File: src/rtl/apb_timer_slave.sv
// apb_timer_slave
//
// Zero-wait-state APB peripheral behind the AHB-to-APB bridge. It holds a
// prescaled 32-bit down-counter with one-shot and auto-reload modes, a sticky
// expiry flag with interrupt, and a phase tracker that flags APB protocol
// violations. The bridge has no Pready, so every access must complete in one
// setup cycle followed by one enable cycle.
//
// Register map (Paddr[3:2]):
//   0 CTRL   [0] EN, [1] RELOAD, [2] IE, [4 +: PRESCALE_W] PRESCALE
//   1 LOAD   reload value; a write also loads COUNT
//   2 COUNT  current count, read-only
//   3 STATUS [0] EXPIRED, [1] PERR, both sticky and write-1-to-clear
//
// Ports:
//   Hclk     in   system clock, rising edge
//   Hreset   in   asynchronous active-high reset
//   Pselx    in   [2:0] slave selects, this slave decodes Pselx[SEL_IDX]
//   Penable  in   APB enable (access) phase
//   Pwrite   in   1 = write, 0 = read
//   Paddr    in   [31:0] address, only [3:2] decoded
//   Pwdata   in   [31:0] write data
//   Prdata   out  [31:0] read data, combinational, zero when not reading
//   Irq      out  interrupt = EXPIRED & IE

module apb_timer_slave #(
  parameter int SEL_IDX    = 0,
  parameter int PRESCALE_W = 8
) (
  input  logic        Hclk,
  input  logic        Hreset,
  input  logic [2:0]  Pselx,
  input  logic        Penable,
  input  logic        Pwrite,
  input  logic [31:0] Paddr,
  input  logic [31:0] Pwdata,
  output logic [31:0] Prdata,
  output logic        Irq
);

  typedef enum logic [1:0] {
    IDLE,
    SETUP,
    ACCESS
  } apb_state_t;

  apb_state_t state, state_nxt;

  logic                  sel;
  logic [1:0]            addr;
  logic                  wr;
  logic                  ctrl_wr;
  logic                  load_wr;
  logic                  status_wr;
  logic                  perr_set;

  logic                  en;
  logic                  reload;
  logic                  ie;
  logic [PRESCALE_W-1:0] prescale;
  logic [PRESCALE_W-1:0] presc;
  logic [31:0]           load_val;
  logic [31:0]           count;
  logic                  expired;
  logic                  perr;

  logic                  tick;
  logic                  expire;
  logic [31:0]           rd_data;

  // Address bits outside [3:2] and the other selects are intentionally ignored.
  logic                  unused_bits;
  assign unused_bits = ^{Pselx, Paddr[31:4], Paddr[1:0]};

  assign sel       = Pselx[SEL_IDX];
  assign addr      = Paddr[3:2];
  assign wr        = sel & Penable & Pwrite;
  assign ctrl_wr   = wr & (addr == 2'd0);
  assign load_wr   = wr & (addr == 2'd1);
  assign status_wr = wr & (addr == 2'd3);

  // A LOAD write on a tick edge takes precedence, so it also suppresses expiry.
  assign tick   = en & (presc == prescale);
  assign expire = tick & (count == 32'd1) & ~load_wr;

  // APB phase tracker: state register.
  always_ff @(posedge Hclk or posedge Hreset) begin
    if (Hreset) begin
      state <= IDLE;
    end else begin
      state <= state_nxt;
    end
  end

  // APB phase tracker: next state. An enable without a setup cycle is still
  // treated as a real access, so it lands in ACCESS.
  always_comb begin
    state_nxt = state;
    unique case (state)
      IDLE: begin
        if (sel & ~Penable)     state_nxt = SETUP;
        else if (sel & Penable) state_nxt = ACCESS;
      end
      SETUP: begin
        if (~sel)               state_nxt = IDLE;
        else if (Penable)       state_nxt = ACCESS;
      end
      ACCESS: begin
        if (~sel)               state_nxt = IDLE;
        else if (~Penable)      state_nxt = SETUP;
      end
      default:                  state_nxt = IDLE;
    endcase
  end

  // APB phase tracker: protocol error detection.
  always_comb begin
    perr_set = 1'b0;
    unique case (state)
      IDLE:    perr_set = sel & Penable;
      SETUP:   perr_set = ~sel;
      default: perr_set = 1'b0;
    endcase
  end

  // CTRL register. A one-shot expiry clears EN unless a CTRL write on the
  // same edge says otherwise.
  always_ff @(posedge Hclk or posedge Hreset) begin
    if (Hreset) begin
      en       <= 1'b0;
      reload   <= 1'b0;
      ie       <= 1'b0;
      prescale <= '0;
    end else if (ctrl_wr) begin
      en       <= Pwdata[0];
      reload   <= Pwdata[1];
      ie       <= Pwdata[2];
      prescale <= Pwdata[4 +: PRESCALE_W];
    end else if (expire & ~reload) begin
      en       <= 1'b0;
    end
  end

  // Prescaler restarts on a LOAD write or when the timer is switched on, so
  // the first period is always a full (PRESCALE+1)*LOAD cycles.
  always_ff @(posedge Hclk or posedge Hreset) begin
    if (Hreset) begin
      presc <= '0;
    end else if (load_wr | (ctrl_wr & Pwdata[0] & ~en)) begin
      presc <= '0;
    end else if (en) begin
      presc <= tick ? '0 : presc + PRESCALE_W'(1);
    end
  end

  // LOAD and COUNT. A count of zero holds, so a one-shot started from zero
  // never expires.
  always_ff @(posedge Hclk or posedge Hreset) begin
    if (Hreset) begin
      load_val <= '0;
      count    <= '0;
    end else if (load_wr) begin
      load_val <= Pwdata;
      count    <= Pwdata;
    end else if (tick) begin
      if (count > 32'd1) begin
        count <= count - 32'd1;
      end else if (count == 32'd1) begin
        count <= reload ? load_val : 32'd0;
      end
    end
  end

  // Sticky STATUS flags; a set on the same edge as a clear wins.
  always_ff @(posedge Hclk or posedge Hreset) begin
    if (Hreset) begin
      expired <= 1'b0;
      perr    <= 1'b0;
    end else begin
      expired <= expire   | (expired & ~(status_wr & Pwdata[0]));
      perr    <= perr_set | (perr    & ~(status_wr & Pwdata[1]));
    end
  end

  // Read mux, valid in both setup and enable phases of a read.
  always_comb begin
    rd_data = '0;
    unique case (addr)
      2'd0: begin
        rd_data[0]                = en;
        rd_data[1]                = reload;
        rd_data[2]                = ie;
        rd_data[4 +: PRESCALE_W]  = prescale;
      end
      2'd1: rd_data = load_val;
      2'd2: rd_data = count;
      2'd3: begin
        rd_data[0] = expired;
        rd_data[1] = perr;
      end
      default: rd_data = '0;
    endcase
  end

  assign Prdata = (sel & ~Pwrite) ? rd_data : 32'd0;
  assign Irq    = expired & ie;

endmodule

File: config.mk
export PLATFORM = sky130hd
export DESIGN_NAME = apb_timer_slave
export DESIGN_NICKNAME = d
export VERILOG_FILES = /design/src/rtl/apb_timer_slave.sv
export SDC_FILE = /design/constraint.sdc
export NUM_CORES = 1
export LEC_CHECK = 0
export BUFFER_PORTS_ARGS = -buffer_cell sky130_fd_sc_hd__buf_2
export CAP_MARGIN = 20
export CORE_ASPECT_RATIO = 1.1
export CORE_UTILIZATION = 35
export CTS_CLUSTER_DIAMETER = 80
export CTS_CLUSTER_SIZE = 12
export DETAILED_ROUTE_END_ITERATION = 16
export GPL_TIMING_DRIVEN = 0
export PLACE_DENSITY = 0.66
export RECOVER_POWER = 25
export SETUP_SLACK_MARGIN = 0.5
export SYNTH_ARGS = -nofsm -noshare
export SYNTH_HDL_FRONTEND = slang
export SYNTH_SLANG_ARGS = --single-unit
File: constraint.sdc
create_clock -name Hclk -period 3.2 [get_ports Hclk]
set_input_delay 0.32 -clock Hclk [delete_from_list [all_inputs] [get_ports Hclk]]
set_output_delay 0.32 -clock Hclk [all_outputs]
set_load 0.02 [all_outputs]
==> reports/metrics.yaml, run 1 <==
power:
  p_leak_nw: 2.900
  p_per_area_nw_per_um2: 553.3
  vdd_drop_max_v: 0.0002631
clocking:
  clock_sinks: 87
  root_buffer: "clkbuf_16"
  hold_buffers: 0
  cts_buffers: 9
  cts_tree: "done"
  clock_path_buffers: 2
  htreeDepth: 3
  clk_pin_slew_ns: 0.06
  clk_latency_ns: 0.36
yosys:
  synth_nets: 715
  synth_seq_cells: 87
  ys.flop_type: "dfrtp_1"
  syn_inst: 635
  synth_top_area_share_pct: 41.18
  avgSynthCellArea_um2: 8.325
  synthArstFlopShare_pct: 100.0
  synth_cell_types: 61
  synth-edff-count: 0
  ys_warn_count: 0
  synth.largest_area_cell: "dfrtp_1"
  yosys-top-cells-area: "dfrtp_1 (41%), nand2_1 (9.0%), nor2_1 (4.7%)"
  syn_area_um2: 5286
  yosysSeqAreaShare_pct: 41.18
sta:
  hold_ws_ns: 0.1548
  fin_crit_sh_pct: 87.35
  fmax_mhz: 357.8
  rsz0062_at_grt: "yes"
  maxSlewHeadroom_pct: -9.358
  setup-violations-final: 0
  fin_setup_tns_ns: 0
  slew_violations: 36
  hold_viol: 0
  post-route-min-period_ns: 2.795
  fin_ws_ns: 0.4050
  worstMarginPinSlew_ns: 1.631
  finalClockSkew_ns: 0.008168
worst_hold_path:
  hold_start: "Penable"
  hp-class: "in2reg"
  worstHoldEndpoint: "state[0]"
  hold_depth: 2
die:
  ios: 104
  num_rows: 46
  start_util_pct: 36.30
  core_um2: 14560
  die_w_um: 119.2
  dieHeight_um: 130.9
  die-area_um2: 15600
worst_setup_path:
  arrival_ns: 3.05
  critPathLaunch: "count[8]"
  r2r.worst_path.cells: 9
  rr_startpoint: "count[8]"
  cp_max_fo: 8
  startpoint_type: "flop"
  r2r-end: "count[17]"
  worst_setup_path_end_kind: "flop"
  cp_data_required_time_ns: 3.45
  path_class: "reg2reg"
  r2r_slack_ns: 0.40
run_status:
  violations: "max-capacitance violations, max-slew violations"
  status: "finished with violations"
global_routing:
  first_global_vias: 5307
  overflow: 0
  grt_use_total_pct: 24.47
  antenna_found_initial: 0
  grt_max_degree: 54
  grt_first_pass_wirelength_um: 29020
placed_design:
  port_buffers: 71
  dp_cells: 900
  placed_area_um2: 5924
  place_hpwl_um: 12750
  place_congestion: 0.8956
  dp_slack_ns: -0.1305
route:
  firstDrtPassIters: 5
  route.detailed.drc: 0
  ant_nets: 0
  post_drt_via_cell_ratio: 5.903
  totalWireLength_um: 18640
  wl_per_cell_um: 19.91
  drt_iter0_drc: 679
  vias: 5525
final_layout:
  final_cells: 936
  area_growth_pct: 24.83
  antenna_cells: 0
  fin_nets: 820
  layout-drive-gt1-share_pct: 23.66
  fin_area_um2: 6599
run:
  max-cap-violations: 1
-- worst max-delay path, cell delays in order, from the launching register on --
cell and delay, ns:
dfrtp_1 0.38, buf_6 0.12, or4_4 0.54, or4_4 0.49, or4_4 0.47, a21oi_4 0.17
buf_12 0.15, buf_8 0.13, nor2_2 0.04, o22a_1 0.19
-- layout make-up --
type | count | area (um^2)
Tap cell | 192 | 240.2
Buffer | 48 | 271.5
Timing Repair Buffer | 94 | 564.3
Sequential cell | 87 | 2181
Clock inverter | 1 | 5.005
Multi-Input combinational cell | 488 | 3037
Fill cell | 1461 | 7963
Clock buffer | 14 | 254.0
Inverter | 12 | 46.29
-- timing repair --
action / 4_1_cts / 5_1_grt
pin swaps: 7 / 8
buffers inserted: 14 / 4
resized for setup: 53 / 42
gates cloned: 3 / 0
setup endpoints to repair: 56 / 41
-- report_power, final --
group	switching (mW)	leakage (nW)	total (mW)	internal, mW
clock network	0.436	0.127	0.979	0.543
registers	0.296	1.09	1.63	1.33
logic	0.563	1.68	1.04	0.481
total	1.29	2.90	3.65	2.36
-- cells in the mapped netlist (all sizes together), types with 9 or more instances --
library cell	count
mux2	11
nand2	127
nor2	66
nand3	11
buf	12
a21oi	30
o21ai	35
a222oi	11
inv	12
xnor2	11
clkbuf	36
nor3	19
nor4	19
a22oi	26
nand4	9
ha	9
a22o	10
dfrtp	87
-- metrics by stage --
stage          utilization (%)  total power [mW]
2_1_floorplan                -             2.242
3_5_place_dp             40.69             2.539
3_3_place_gp             40.43             2.516
5_1_grt                  45.32             3.851
6_report                 45.32             3.651
4_1_cts                  44.51             3.600
-- how the worst max path moves through the flow --
stage / cells after the start / end / slack, ns
after floorplan: 8 / count[17] / 0.53
after global placement: 2 / load_val[11] / -0.60
after detailed placement: 10 / count[0] / -0.13
after CTS: 9 / count[17] / 0.40
after global routing: 3 / count[5] / 0.29
final: 9 / count[17] / 0.40
-- registers in the layout, summed over array words and instances, names as in the netlist --
signal / cells
count: 32
presc: 8
load_val: 32
ie: 1
en: 1
reload: 1
prescale: 8
expired: 1
state: 2
perr: 1
-- cell usage in the layout, fill, tap and decap left out, drive strengths merged, types with 9 or more instances in the layout --
| master | n |
|---|---|
| a21oi | 30 |
| inv | 11 |
| a22oi | 26 |
| nand3 | 11 |
| nor3 | 19 |
| buf | 104 |
| nor2 | 66 |
| o21ai | 35 |
| ha | 9 |
| mux2 | 11 |
| xnor2 | 11 |
| clkbuf | 52 |
| nand2 | 127 |
| nand4 | 9 |
| a222oi | 11 |
| a22o | 10 |
| dfrtp | 87 |
| nor4 | 19 |
-- logic make-up (layout without fill, tap and decap cells) --
group	Yosys count	count (layout)	share of synthesized area [%]
AO/OA/AOI/OAI	166	166	21.99
XOR/XNOR	15	15	2.485
adder cells (fa/ha/maj)	9	9	2.130
buffers and inverters	60	169	4.734
flip-flops	87	87	41.18
multiplexers	11	11	2.343
AND/OR/NAND/NOR	287	287	25.14
-- routing by layer --
metal  track usage (%)  vias to the layer above  share of wire (%)
met5                 0                        -                  0
met4             13.18                        0                3.8
met3             4.774                       62                8.1
met2             40.08                      272                 47
met1             30.65                     2662                 42
li1                  -                     2529                  -
No activity file was read; power rests on OpenSTA's default activity.
==> run 2, diff against run 1 <==
==> constraint.sdc (replaced) <==
create_clock -name Hclk -period 2.65 [get_ports Hclk]
set_input_delay 0.265 -clock Hclk [delete_from_list [all_inputs] [get_ports Hclk]]
set_output_delay 0.265 -clock Hclk [all_outputs]
set_load 0.02 [all_outputs]
==> reports/metrics.yaml, run 2 (synthesized netlist as in run 1, its figures left out) <==
route:
  route.detailed.drc: 0  # unchanged
  drt_iter0_drc: 583  # was 679
  post_drt_via_cell_ratio: 5.793  # was 5.903
  vias: 5457  # was 5525
  wl_per_cell_um: 19.61  # was 19.91 um
  firstDrtPassIters: 5  # unchanged
  totalWireLength_um: 18480  # was 18640 um
  ant_nets: 0  # unchanged
worst_setup_path:
  crit_top_cell: "or4_4"  # unchanged
  arrival_ns: 3.02  # was 3.05 ns
  r2r.worst_path.cells: 9  # unchanged
  path_class: "reg2reg"  # unchanged
  startpoint_type: "flop"  # unchanged
  worst_path_max_delay_cell: "or4_4"  # unchanged
  rr_startpoint: "count[9]"  # was count[8]
  cp_data_required_time_ns: 2.89  # was 3.45 ns
  r2r_slack_ns: -0.13  # was 0.40 ns
  worst_setup_path_end_kind: "flop"  # unchanged
  endpoint: "count[17]"  # unchanged
  critPathLaunch: "count[9]"  # was count[8]
  r2r-end: "count[17]"  # unchanged
  cp_cell_sequence: "clkbuf_8 > or4_4 > or4_4 > or4_4 > a21oi_4 > buf_12 > buf_8 > nor2_2 > o22a_1"  # was buf_6 > or4_4 > or4_4 > or4_4 > a21oi_4 > buf_12 > buf_8 > nor2_2 > o22a_1
  critPathMaxStageDelay_ns: 0.52  # was 0.54 ns
  cp_max_fo: 7  # was 8
final_layout:
  layout-drive-gt1-share_pct: 24.80  # was 23.66%
  fin_nets: 825  # was 820
  antenna_cells: 0  # unchanged
  fin_area_um2: 6708  # was 6599 um^2
  mostFrequentLayoutCell: "nand2_1"  # unchanged
  fin_util_pct: 46.06  # was 45.32%
  fillerInstances: 1418  # was 1461
  final_cell_mix: "nand2_1 (125), dfrtp_1 (86), buf_2 (74)"  # was nand2_1 (125), dfrtp_1 (84), buf_2 (73)
  area_growth_pct: 26.89  # was 24.83%
  top_regs: "count: 32 flops, load_val: 32 flops"  # unchanged
sta:
  fin_setup_tns_ns: -2.052  # was 0 ns
  setup-violations-final: 28  # was 0
  fmax_mhz: 359.6  # was 357.8 MHz
  hold_viol: 0  # unchanged
  finalClockSkew_ns: 0.007663  # was 0.008168 ns
  fin_crit_sh_pct: 104.9  # was 87.35%
  worstMarginPinSlew_ns: 1.168  # was 1.631 ns
  slew_violations: 0  # was 36
  post-route-min-period_ns: 2.781  # was 2.795 ns
  rsz0062_at_grt: "yes"  # unchanged
  fin_ws_ns: -0.1312  # was 0.4050 ns
  maxSlewHeadroom_pct: 21.70  # was -9.358%
global_routing:
  antenna_found_initial: 0  # unchanged
  grt_first_pass_wirelength_um: 28880  # was 29020 um
  overflow: 0  # unchanged
  grt_use_total_pct: 24.31  # was 24.47%
  first_global_vias: 5460  # was 5307
  grt_max_degree: 33  # was 54
clocking:
  clk_pin_slew_ns: 0.06  # about the same
  clock_path_buffers: 2  # unchanged
  clk_latency_ns: 0.35  # was 0.36 ns
  cts_buffers: 9  # unchanged
  clock_sinks: 87  # unchanged
  root_buffer: "clkbuf_16"  # unchanged
  htreeDepth: 3  # unchanged
  cts_tree: "done"  # unchanged
run_status:
  violations: "negative setup slack"  # was max-capacitance violations, max-slew violations
  status: "finished with violations"  # unchanged
placed_design:
  place_congestion: 0.8915  # was 0.8956
  port_buffers: 71  # unchanged
  placed_area_um2: 5959  # was 5924 um^2
  place_hpwl_um: 12860  # was 12750 um
power:
  p_per_area_nw_per_um2: 677.3  # was 553.3 nW/um^2
  p_leak_nw: 2.998  # was 2.900 nW
  vdd_drop_max_v: 0.0003430  # was 0.0002631 V
  power_mw: 4.543  # was 3.651 mW
die:
  core_um2: 14560  # unchanged
  ios: 104  # unchanged
  num_rows: 46  # unchanged
  die-area_um2: 15600  # unchanged
  start_util_pct: 36.30  # unchanged
  dieHeight_um: 130.9  # unchanged
  die_w_um: 119.2  # unchanged
worst_hold_path:
  hp-class: "in2reg"  # unchanged
run:
  max-cap-violations: 0  # was 1
[run 2: area by class of cell]
class	instances	area [um^2]	area share (%)
Inverter	12	46.29	0.6902
Tap cell	192	240.2	3.581
Clock inverter	3	40.04	0.5969
Multi-Input combinational cell	488	3002	44.75
Clock buffer	13	270.3	4.029
Timing Repair Buffer	99	641.9	9.569
Sequential cell	87	2178	32.48
Buffer	48	289.0	4.309
[run 2: repair_timing]
| action | 4_1_cts | 5_1_grt |
|---|---|---|
| hold buffers | 1 | 0 |
| buffers inserted | 18 | 3 |
| hold endpoints to repair | 6 | 0 |
| pin swaps | 12 | 11 |
| gates cloned | 3 | 0 |
| setup endpoints to repair | 94 | 48 |
| resized for setup | 56 | 26 |
[run 2: layer usage]
metal / track usage (%) / routed length [um] / vias up
li1: - / - / 2541
met1: 29.90 / 7530 / 2592
met2: 40.12 / 8619 / 267
met3: 5.642 / 1483 / 57
met4: 12.43 / 840 / 0
met5: 0 / 0 / -
[run 2: stage by stage]
step	setup WS (ns)	hold WS, ns	cells
final	-0.1312	0.1082	942
after detailed placement	-0.6046	0.3617	901
after global placement	-0.6565	0.4563	898
after floorplan	0.004500	0.3318	635
after CTS	-0.1227	0.1098	939
after global routing	-0.1917	0.1216	942
[run 2: report_power, final]
part           leakage [nW]  internal (mW)  switching [mW]  total, mW
Sequential             1.10           1.61           0.341       1.95
Combinational          1.75          0.579           0.685       1.26
Clock                 0.156          0.805           0.526       1.33
[run 2: how the worst min path moves through the flow]
| stage | from | to | slack [ns] | cells past startpoint |
|---|---|---|---|---|
| floorplan | Penable | state[0] | 0.33 | 1 |
| detailed placement | Hreset | presc[7] | 0.36 | 2 |
| CTS | Penable | state[0] | 0.11 | 2 |
| global route | Penable | state[0] | 0.12 | 2 |
| finish | Penable | state[0] | 0.11 | 2 |
| global placement | state[1] | state[1] | 0.46 | 1 |
[run 2: worst max-delay path: cells and delay by family, from the launching register on]
kind            cells  cell delay, ns
compound gates      2            0.38
buf+inv             3            0.41
simple gates        4            1.51
flops               1            0.37
==> run 3, diff against run 2 <==
--- a/config.mk
+++ b/config.mk
@@ -19,3 +19,4 @@
 export SYNTH_ARGS = -nofsm -noshare
 export SYNTH_HDL_FRONTEND = slang
 export SYNTH_SLANG_ARGS = --single-unit
+export TNS_END_PERCENT = 50
==> reports/metrics.yaml, run 3 (synthesized netlist as in run 1, its figures left out) <==
sta:
  hold_viol: 0  # unchanged
  worstMarginPinSlew_ns: 1.164  # was 1.168 ns
  slew_violations: 0  # unchanged
  fin_crit_sh_pct: 105.2  # was 104.9%
  setup-violations-final: 29  # was 28
  fin_setup_tns_ns: -2.289  # was -2.052 ns
  fin_ws_ns: -0.1380  # was -0.1312 ns
  fmax_mhz: 358.7  # was 359.6 MHz
  rsz0062_at_grt: "yes"  # unchanged
  post-route-min-period_ns: 2.788  # was 2.781 ns
  maxSlewHeadroom_pct: 21.96  # was 21.70%
  hold_ws_ns: 0.1097  # was 0.1082 ns
  finalClockSkew_ns: 0.006774  # was 0.007663 ns
worst_setup_path:
  cp_data_required_time_ns: 2.89  # about the same
  critPathLaunch: "count[9]"  # unchanged
  arrival_ns: 3.03  # was 3.02 ns
  rr_startpoint: "count[9]"  # unchanged
  worst_setup_path_end_kind: "flop"  # unchanged
  startpoint_type: "flop"  # unchanged
  path_class: "reg2reg"  # unchanged
  cp_max_fo: 7  # unchanged
clocking:
  clock_path_buffers: 2  # unchanged
  root_buffer: "clkbuf_16"  # unchanged
  clk_latency_ns: 0.35  # about the same
  clock_sinks: 87  # unchanged
  cts_tree: "done"  # unchanged
  cts_buffers: 9  # unchanged
  htreeDepth: 3  # unchanged
  clk_pin_slew_ns: 0.06  # about the same
global_routing:
  grt_first_pass_wirelength_um: 28880  # unchanged
  antenna_found_initial: 0  # unchanged
  overflow: 0  # unchanged
  first_global_vias: 5460  # unchanged
  grt_max_degree: 33  # unchanged
  grt_use_total_pct: 24.31  # unchanged
final_layout:
  layout-drive-gt1-share_pct: 24.67  # was 24.80%
  fillerInstances: 1419  # was 1418
  regArea_um2: 2178  # unchanged
  top_regs: "count: 32 flops, load_val: 32 flops"  # unchanged
  multi_input_area_um2: 3002  # unchanged
  fin_nets: 825  # unchanged
  area_growth_pct: 26.86  # was 26.89%
  mostFrequentLayoutCell: "nand2_1"  # unchanged
  antenna_cells: 0  # unchanged
  final_cell_mix: "nand2_1 (125), dfrtp_1 (86), buf_2 (74)"  # unchanged
worst_hold_path:
  hp-class: "in2reg"  # unchanged
  hold_start: "Penable"  # unchanged
power:
  p_per_area_nw_per_um2: 677.0  # was 677.3 nW/um^2
  p_leak_nw: 2.995  # was 2.998 nW
  vdd_drop_max_v: 0.0003434  # was 0.0003430 V
die:
  die_w_um: 119.2  # unchanged
  die-area_um2: 15600  # unchanged
  ios: 104  # unchanged
  core_um2: 14560  # unchanged
  start_util_pct: 36.30  # unchanged
  dieHeight_um: 130.9  # unchanged
  num_rows: 46  # unchanged
route:
  drt_iter0_drc: 515  # was 583
  totalWireLength_um: 18490  # was 18480 um
  ant_nets: 0  # unchanged
  vias: 5520  # was 5457
  wl_per_cell_um: 19.62  # was 19.61 um
  route.detailed.drc: 0  # unchanged
  firstDrtPassIters: 6  # was 5
  post_drt_via_cell_ratio: 5.860  # was 5.793
placed_design:
  place_hpwl_um: 12860  # unchanged
  port_buffers: 71  # unchanged
  place_congestion: 0.8915  # unchanged
run_status:
  violations: "negative setup slack"  # unchanged
  status: "finished with violations"  # unchanged
run:
  max-cap-violations: 0  # unchanged
[run 3: cell types whose count changed in the layout (fill, tap and decap cells not counted)]
cell and change:
clkbuf_1 +1, clkbuf_2 -1
[run 3: worst max-delay path: stages, from the launching register on]
cell and delay, ns:
dfrtp_1 0.37, clkbuf_8 0.14, or4_4 0.52, or4_4 0.49, or4_4 0.46, a21oi_4 0.19
buf_12 0.15, buf_8 0.12, nor2_2 0.04, o22a_1 0.19
[run 3: cell type report]
type	instances	area share, %
Timing Repair Buffer	99	9.571
Sequential cell	87	32.48
Tap cell	192	3.582
Multi-Input combinational cell	488	44.76
Inverter	12	0.6903
Clock buffer	13	4.030
Buffer	48	4.291
Clock inverter	3	0.5970
[run 3: path summary, 6_finish.rpt]
check,endpoint,slack (ns),cells after the start
worst max-delay path,count[17],-0.14,9
worst min-delay path,state[0],0.11,2
worst max register to register,count[17],-0.14,9
worst min register to register,state[1],0.47,1
max in group asynchronous,prescale[2],0.47,5
min in group asynchronous,presc[7],0.69,3
[run 3: stage by stage]
| stage | worst slack (ns) | util (%) | instances | power [mW] | cell area, um^2 |
|---|---|---|---|---|---|
| 2_1_floorplan | 0.004500 | - | 635 | 2.723 | 5316 |
| 3_3_place_gp | -0.6565 | 40.60 | 898 | 3.040 | 5912 |
| 3_5_place_dp | -0.6046 | 40.93 | 901 | 3.069 | 5959 |
| 4_1_cts | -0.1227 | 45.66 | 939 | 4.497 | 6649 |
| 5_1_grt | -0.1917 | 46.06 | 942 | 4.771 | 6706 |
| 6_report | -0.1380 | 46.06 | 942 | 4.540 | 6706 |
[run 3: per-layer routing]
metal | vias up | wire length [um] | global-route usage (%)
met2 | 271 | 8589 | 40.12
met1 | 2643 | 7522 | 29.90
met5 | - | 0 | 0
met4 | 0 | 859 | 12.43
met3 | 64 | 1514 | 5.642
li1 | 2542 | - | -
[run 3: what timing repair did]
item,CTS,global route
hold buffers,1,0
endpoints found under the hold margin,6,0
pin swaps,12,11
buffers inserted,18,3
endpoints found under the setup margin,94,56
cloned,3,0
gates resized for setup,55,26
[run 3: where the power goes]
group | switching, mW | internal (mW)
Combinational | 0.684 | 0.579
Sequential | 0.342 | 1.61
Clock | 0.524 | 0.805
